## src/rtl/color_pkg.sv

```systemverilog
// Shared types and constants for the two-requester color arbiter.
package color_pkg;

    // Transaction FSM states
    typedef enum logic [1:0] {
        IDLE  = 2'd0,
        CHECK = 2'd1,
        RESP  = 2'd2
    } state_t;

    // A color is a 2-bit code
    typedef logic [1:0] color_t;

    // Codes that may not directly follow each other in the accepted history
    localparam color_t RULE_C00 = 2'b00;
    localparam color_t RULE_C01 = 2'b01;

endpackage

```

## src/rtl/color_rule.sv

```systemverilog
// Combinational acceptance rules for a proposed color against the
// accepted-color history.
//   Rule A: reject a third identical color in a row.
//   Rule B: reject 00 directly after 01 and 01 directly after 00.
module color_rule
    import color_pkg::*;
(
    input  logic [3:0] hist,
    input  logic [1:0] cnt,
    input  color_t     color,
    output logic       ok
);

    logic w_rule_a;
    logic w_rule_b;

    assign w_rule_a = (cnt >= 2'd2) && (color == hist[3:2]) && (color == hist[1:0]);

    assign w_rule_b = (cnt != 2'd0) &&
                      (((hist[1:0] == RULE_C00) && (color == RULE_C01)) ||
                       ((hist[1:0] == RULE_C01) && (color == RULE_C00)));

    assign ok = !(w_rule_a || w_rule_b);

endmodule

```

## src/rtl/color_arbiter.sv

```systemverilog
// Two-requester color arbiter. A granted requester's color is checked
// against the history of accepted colors; the result is returned with a
// one-cycle ack pulse two edges after the grant.
//
// Build option: COLOR_ARB_RR_EN selects round-robin arbitration with a
// 1-bit preference pointer; otherwise requester 0 always wins ties.
//
// state | meaning
// IDLE  | waiting for a request; grant the winner and latch its color
// CHECK | evaluate rules, update history / counters
// RESP  | issue ack + ok, drop grant, return to IDLE
module color_arbiter
    import color_pkg::*;
#(
    parameter int REJ_W = 4
) (
    input  logic             clk,
    input  logic             rst_n,
    input  logic [1:0]       req,
    input  color_t           color0,
    input  color_t           color1,
    output logic [1:0]       gnt,
    output logic             ack,
    output logic             ok,
    output logic [3:0]       hist,
    output logic [1:0]       cnt,
    output logic [REJ_W-1:0] rej_cnt
);

    state_t           r_state;
    logic [1:0]       r_gnt;
    logic             r_ack;
    logic             r_ok;
    logic [3:0]       r_hist;
    logic [1:0]       r_cnt;
    logic [REJ_W-1:0] r_rej;
    color_t           r_color;
    logic             r_pass;

    state_t           w_state_nxt;
    logic [1:0]       w_gnt_nxt;
    logic             w_ack_nxt;
    logic             w_ok_nxt;
    logic [3:0]       w_hist_nxt;
    logic [1:0]       w_cnt_nxt;
    logic [REJ_W-1:0] w_rej_nxt;
    color_t           w_color_nxt;
    logic             w_pass_nxt;

    logic             w_win;
    logic             w_rule_ok;

`ifdef COLOR_ARB_RR_EN
    logic r_ptr;
    logic w_grant;

    // Pointer names the preferred requester on a tie
    assign w_win   = (req == 2'b11) ? r_ptr : req[1];
    assign w_grant = (r_state == IDLE) && (req != 2'b00);

    // After every grant, prefer the requester that did not just win
    always_ff @(posedge clk or negedge rst_n) begin
        if (!rst_n) begin
            r_ptr <= 1'b0;
        end else if (w_grant) begin
            r_ptr <= ~w_win;
        end
    end
`else
    // Fixed priority: requester 0 wins whenever it is requesting
    assign w_win = ~req[0];
`endif

    color_rule u_rule (
        .hist  (r_hist),
        .cnt   (r_cnt),
        .color (r_color),
        .ok    (w_rule_ok)
    );

    // Next-state and next-register values
    always_comb begin
        w_state_nxt = r_state;
        w_gnt_nxt   = r_gnt;
        w_ack_nxt   = 1'b0;
        w_ok_nxt    = 1'b0;
        w_hist_nxt  = r_hist;
        w_cnt_nxt   = r_cnt;
        w_rej_nxt   = r_rej;
        w_color_nxt = r_color;
        w_pass_nxt  = r_pass;
        case (r_state)
            IDLE: begin
                if (req != 2'b00) begin
                    w_gnt_nxt   = w_win ? 2'b10 : 2'b01;
                    w_color_nxt = w_win ? color1 : color0;
                    w_state_nxt = CHECK;
                end else begin
                    w_gnt_nxt = 2'b00;
                end
            end
            CHECK: begin
                w_pass_nxt = w_rule_ok;
                if (w_rule_ok) begin
                    w_hist_nxt = {r_hist[1:0], r_color};
                    w_cnt_nxt  = (r_cnt == 2'd3) ? r_cnt : r_cnt + 2'd1;
                end else begin
                    w_rej_nxt = (&r_rej) ? r_rej : r_rej + REJ_W'(1);
                end
                w_state_nxt = RESP;
            end
            RESP: begin
                w_ack_nxt   = 1'b1;
                w_ok_nxt    = r_pass;
                w_gnt_nxt   = 2'b00;
                w_state_nxt = IDLE;
            end
            default: begin
                w_gnt_nxt   = 2'b00;
                w_state_nxt = IDLE;
            end
        endcase
    end

    // State and datapath registers
    always_ff @(posedge clk or negedge rst_n) begin
        if (!rst_n) begin
            r_state <= IDLE;
            r_gnt   <= 2'b00;
            r_ack   <= 1'b0;
            r_ok    <= 1'b0;
            r_hist  <= 4'b0000;
            r_cnt   <= 2'd0;
            r_rej   <= '0;
            r_color <= 2'b00;
            r_pass  <= 1'b0;
        end else begin
            r_state <= w_state_nxt;
            r_gnt   <= w_gnt_nxt;
            r_ack   <= w_ack_nxt;
            r_ok    <= w_ok_nxt;
            r_hist  <= w_hist_nxt;
            r_cnt   <= w_cnt_nxt;
            r_rej   <= w_rej_nxt;
            r_color <= w_color_nxt;
            r_pass  <= w_pass_nxt;
        end
    end

    assign gnt     = r_gnt;
    assign ack     = r_ack;
    assign ok      = r_ok;
    assign hist    = r_hist;
    assign cnt     = r_cnt;
    assign rej_cnt = r_rej;

endmodule

```

## config.mk

```make
export PLATFORM = sky130hd
export DESIGN_NAME = color_arbiter
export DESIGN_NICKNAME = d
export VERILOG_FILES = /design/src/rtl/color_pkg.sv /design/src/rtl/color_rule.sv /design/src/rtl/color_arbiter.sv
export SDC_FILE = /design/constraint.sdc
export NUM_CORES = 1
export LEC_CHECK = 0
export BUFFER_PORTS_ARGS = -buffer_cell sky130_fd_sc_hd__buf_2
export CORE_ASPECT_RATIO = 1.1
export CORE_MARGIN = 4
export CORE_UTILIZATION = 50
export CTS_CLUSTER_SIZE = 30
export DETAILED_ROUTE_END_ITERATION = 16
export GPL_TIMING_DRIVEN = 0
export PLACE_DENSITY = 0.83
export SYNTH_ARGS = -nofsm -noshare
export SYNTH_HDL_FRONTEND = slang
export SYNTH_HIERARCHICAL = 1
export SYNTH_SLANG_ARGS = --single-unit
```

## constraint.sdc

```tcl
create_clock -name clk -period 3.15 [get_ports clk]
set_input_delay 0.1575 -clock clk [delete_from_list [all_inputs] [get_ports clk]]
set_output_delay 0.1575 -clock clk [all_outputs]
set_load 0.05 [all_outputs]
```

---- Word-level counts from Yosys, hierarchy flattened ----
Cells that the tools add are included.
cells by class
  add/sub/neg operators ................... 2
  magnitude comparators ................... 1
  equality and inequality tests ........... 8
  reductions and logical operators ........ 18
  multiplexer cells ....................... 8
  bitwise operators ....................... 3
operators by type and width
  operator                                              count
  2-to-1 mux 2 bit                                      4
  case mux 2 bit (2 select lines)                       2
  equality test 2 x 1 -> 1 bit (second input constant)  3
  logical NOT 2 bit                                     3
  AND reduction 3 bit                                   2
  logical AND 1 bit                                     5
  adder 4 x 1 -> 4 bit (second input constant)          1
  equality test 2 bit                                   2
  equality test 2 bit (second input constant)           2
  AND reduction 2 bit                                   2
  AND reduction 4 bit                                   1
  nonzero test 2 bit                                    2
  inverter 1 bit                                        3
  adder 2 x 1 -> 2 bit (second input constant)          1
  >= comparator 2 bit (second input constant)           1
  logical OR 1 bit                                      2
  2-to-1 mux 1 bit                                      2
  inequality test 2 bit (second input constant)         1
  logical NOT 1 bit                                     1
word-level totals
  logic and storage cells ................. 49
  bits of input ports ..................... 8
  flip-flop bits (word level) ............. 19

---- Depth between registers and ports, before layout ----
  word-level depth ........................ 7
  mapped depth ............................ 6
  mapped depth without buffers ............ 6

---- Hierarchy ----
Netlist, hierarchy kept.
modules (own cells, without submodules)
  module         times used  area an instance (um^2)  sequential area each (um^2)  cells each
  color_arbiter  1           797.0                    475.5                        56
  color_rule     1           70.1                     0.0                          10

---- Worst setup path after synthesis ----
Ideal clock, no wire load.
  path kind ............................... register to register
  from .................................... register r_hist[3] (netlist: hist[3])
  to ...................................... register r_rej[1] (netlist: rej_cnt[1])
  data arrival time ....................... 2.192 ns
  cell stages (with the launch flop) ...... 7
  setup time .............................. 0.125 ns
  path buffers ............................ 0
  slack ................................... 0.833 ns
  data required time ...................... 3.025 ns
  cell sequence ........................... dfrtp_1 -> or3_1 -> a2111oi_2 -> o32ai_1 -> nor3b_2 -> nand2_2 -> mux2_4
on the way
  longest elaborated chain between the ends .. 5
RTL lines
  item                                  RTL line              text
  from (decl)                           color_arbiter.sv:34   logic [3:0] r_hist;
  from (signal assigned)                color_arbiter.sv:142  r_hist <= w_hist_nxt;
  equality test 2 bit                   color_rule.sv:17      assign w_rule_a = (cnt >= 2'd2) && (color == hist[3:2]) && (color == hist[1:0]);
  logical AND 1 bit (2 in series)       color_rule.sv:17
  logical OR 1 bit                      color_rule.sv:23      assign ok = !(w_rule_a || w_rule_b);
  AND reduction 3 bit (no source line)  n/a
  to (signal assigned)                  color_arbiter.sv:144  r_rej <= w_rej_nxt;
  to (decl)                             color_arbiter.sv:36   logic [REJ_W-1:0] r_rej;
Every way passes these cells.
A chain may end at the register's enable or synchronous reset.

---- Worst setup path after layout ----
  from .................................... register r_color[1]
  to ...................................... register r_rej[1] (netlist: rej_cnt[1])
on the way
  longest elaborated chain between the ends .. 6
  elaborated cells between the ends (all ways) .. 12
  classes of those cells .................. eq/ne: 3; reduce/logical: 9
RTL lines
  item                                                                      RTL line                            text
  from (decl)                                                               color_arbiter.sv:37                 color_t r_color;
  from (signal assigned)                                                    color_arbiter.sv:145                r_color <= w_color_nxt;
  equality test 2 x 1 -> 1 bit / logical NOT 2 bit (equally long branches)  color_rule.sv:20, color_rule.sv:21
  logical AND 1 bit (on tied branches)                                      color_rule.sv:20, color_rule.sv:21
  logical OR 1 bit                                                          color_rule.sv:20                    (((hist[1:0] == RULE_C00) && (color == RULE_C01)) ||
  logical AND 1 bit                                                         color_rule.sv:19                    assign w_rule_b = (cnt != 2'd0) &&
  logical OR 1 bit (*)                                                      color_rule.sv:23
  AND reduction 3 bit (no source line) (*)                                  n/a
Mark *: on every way between the ends. The rest lies on a longest branch, timed or not.

==> summary.md <==
| Metric | Value |
|---|---|
| Main synth FF type | dfrtp_1 |
| Clk buf depth | 2 |
| Worst path top cell family by delay | simple AND/OR/NAND/NOR gates |
| Global-route wire length before repair | 2480 um |
| Routed len/inst | 13.5 um |
| DRC Markers | 0 |
| Mux contribution to synthesized area | 0.146 |
| Standard-cell rows | 15 |
| Mapped Area | 867 um^2 |
| Largest net degree at the start of global routing | 20 |
| Final Util | 0.638 |
| Boundary pin count | 22 |
| Compound-Gate Fraction of Synth Area | 0.0577 |
| Unrepaired setup endpoints after global routing | no |
| Nets | 103 |
| Initial detailed-routing violation count | 3 |
| Min Clock Period, post-route | 2260 ps |
| Initial Util | 0.537 |
| Xor/xnor share of the synthesized area | 0.0404 |
| GRT Util Overall | 0.143 |
| Final HPWL from detailed placement | 1080 um |
| DR vias/cell | 5.52 |
| Mean Syn Cell Area | 13.1 um^2 |
| CP max stage delay | 450 ps |
| Post-synth EDFFs | 0 |
| Sink Count | 19 |
| Die H | 51.7 um |
| Post-DP Area | 993 um^2 |
| Tcrit/Tclk final | 0.717 |
| Share of post-route cells with drive strength above 1 | 0.424 |
| P&R area growth vs syn | 18.8% |
| Synth top cells by count | dfrtp_1, mux2_2, nor2_1 |
| Synth Instances | 66 |
| Vias in the first global route | 546 |
| Warnings, synthesis | 6 |
| Critical Path RT | 3340 ps |
| Post-Synth Adder-Cell Area | 0.0289 |
| Ys async rst share | 1.00 |
| Arrival time worst endpoint | 2450 ps |
| Worst-Margin Slew | 580 ps |
| Area share of the largest cell type after synthesis | 0.548 |
| GPL Wtd Cong | 0.737 |
| Syn_nets | 76 |
| Total grt overflow | 0 |
| Die ar. | 2470 um^2 |
| Synth cell types | 27 |
| CTS buffer count | 3 |
| Yosys reg bits | 19 |
| Dominant cell type by area after synthesis | dfrtp_1 |
| Worst hold slack | 117 ps |
| Largest family of logic cells by synthesized area | simple AND/OR/NAND/NOR gates |
| CP max FO | 6 |
| Antenna violations before repair | 0 |
| Simple-Gate Fraction of Synth Area | 0.157 |
| Post-route ant nets | 0 |
| Antenna cells | 0 |
| Status | complete, no violations |
| DRT Wirelength | 1470 um |
| Worst setup path category | reg2reg |
| Fillers | 135 |
| Clk root buf | clkbuf_4 |
| # port buffers | 21 |
| Worst rel slew slack | 0.612 |
| Final slew viol count | 0 |
| Max stage delay cell, worst path | dfrtp_1 |
| Die X | 47.7 um |
| Final setup vio count | 0 |
| Gates resized, CTS repair | 0 |
| Worst-skew pair later-pin latency | 300 ps |
| Fmax achieved | 443 MHz |
| Most numerous cell in the Yosys netlist | dfrtp_1 |
| Design area | 1030 um^2 |
| Synth top area cells | dfrtp_1, mux2_2, xnor2_1, ha_1, nand3_1 |
| Critical Path Start Type | flop |
| CTS Hold Bufs | 1 |
| Register area share after synthesis | 0.548 |
| Clock Skew | 2.44 ps |
| Pre-antenna DRT Iters | 4 |
| Via count | 602 |
| CP Capture Type | flop |
| Post-CTS setup buffer count | 0 |
| Clock transition at the registers of the reported paths | 100 ps |
| Core Region | 1610 um^2 |
| Worst path cell trace | or3_1, a2111oi_2, o32ai_1, nor3b_2, nand2_2, mux2_4 |
| Hold WC Path Type | in2reg |
| Setup TNS Final | 0 ps |
| CTS tree | done |
| Htree depth | 1 |
| Max Cap Violations | 0 |
| Worst Path Buf+Inv | 0 |
| Final Hold Viols | 0 |
==> sequential cells by signal, indices dropped and copies added (netlist names) <==
name and count:
r_color 2, r_state 2, gnt 2, ack 1, hist 4, cnt 2, ok 1, rej_cnt 4
r_pass 1
==> worst paths after layout <==
| kind | from | endpoint | slack, ps | cells past startpoint |
|---|---|---|---|---|
| max in group asynchronous | rst_n | gnt[0]$_DFFE_PN0N_ | 2560 | 2 |
| worst max-delay path | r_color[1]$_DFFE_PN0P_ | rej_cnt[1]$_DFFE_PN0P_ | 890 | 6 |
| worst min-delay path | req[1] | gnt[1]$_DFFE_PN0N_ | 120 | 3 |
| min in group asynchronous | rst_n | cnt[0]$_DFFE_PN0P_ | 310 | 2 |
| worst max register to register | r_color[1]$_DFFE_PN0P_ | rej_cnt[1]$_DFFE_PN0P_ | 890 | 6 |
| worst min register to register | r_pass$_DFFE_PN0P_ | ok$_DFF_PN0_ | 490 | 1 |
==> routing by layer <==
metal  vias up  global-route usage  share of wire
met5         -                   0              0
met4         0              0.0852          0.029
met3         4              0.0346          0.050
met2        16               0.207           0.49
met1       293               0.188           0.43
li1        289                   -              -
==> worst min-delay path, stage by stage <==
cell	delay, ps
buf_2	90
a22oi_1	60
nor2_1	80
==> logic make-up (layout without fill, tap and decap cells) <==
family / after synthesis / count (layout)
buf+inv: 3 / 29
mux: 11 / 11
xor+xnor: 4 / 4
compound gates: 6 / 6
simple gates: 21 / 21
flops: 19 / 19
fa+ha+maj: 2 / 2
==> cell type report <==
cell class	instances	area, um^2	share of cell area
plain buffers	1	11.3	0.0109
clock buffers	4	26.3	0.0255
inverters	2	7.51	0.00729
multi-input cells	44	373	0.362
flip-flops and latches	19	475	0.462
well taps	17	21.3	0.0207
repair buffers	22	115	0.112
==> through the flow <==
stage,std cells,worst slack (ps)
5_1_grt,109,789
3_3_place_gp,104,953
4_1_cts,109,886
6_report,109,892
3_5_place_dp,104,922
2_1_floorplan,66,833
==> placed cells by master, fill, tap and decap left out, types with 2 or more instances in the layout <==
master    netlist  final
dfrtp_1        19     19
nand3_1         5      5
inv_1           2      2
ha_1            2      2
xnor2_1         3      3
clkbuf_4        0      3
nor2b_1         2      2
buf_2           0     21
nor2_1          6      6
mux2_2          8      8
Power is not shown: default switching activity piles up to over one toggle a cycle in this logic, so the estimate is an artifact.
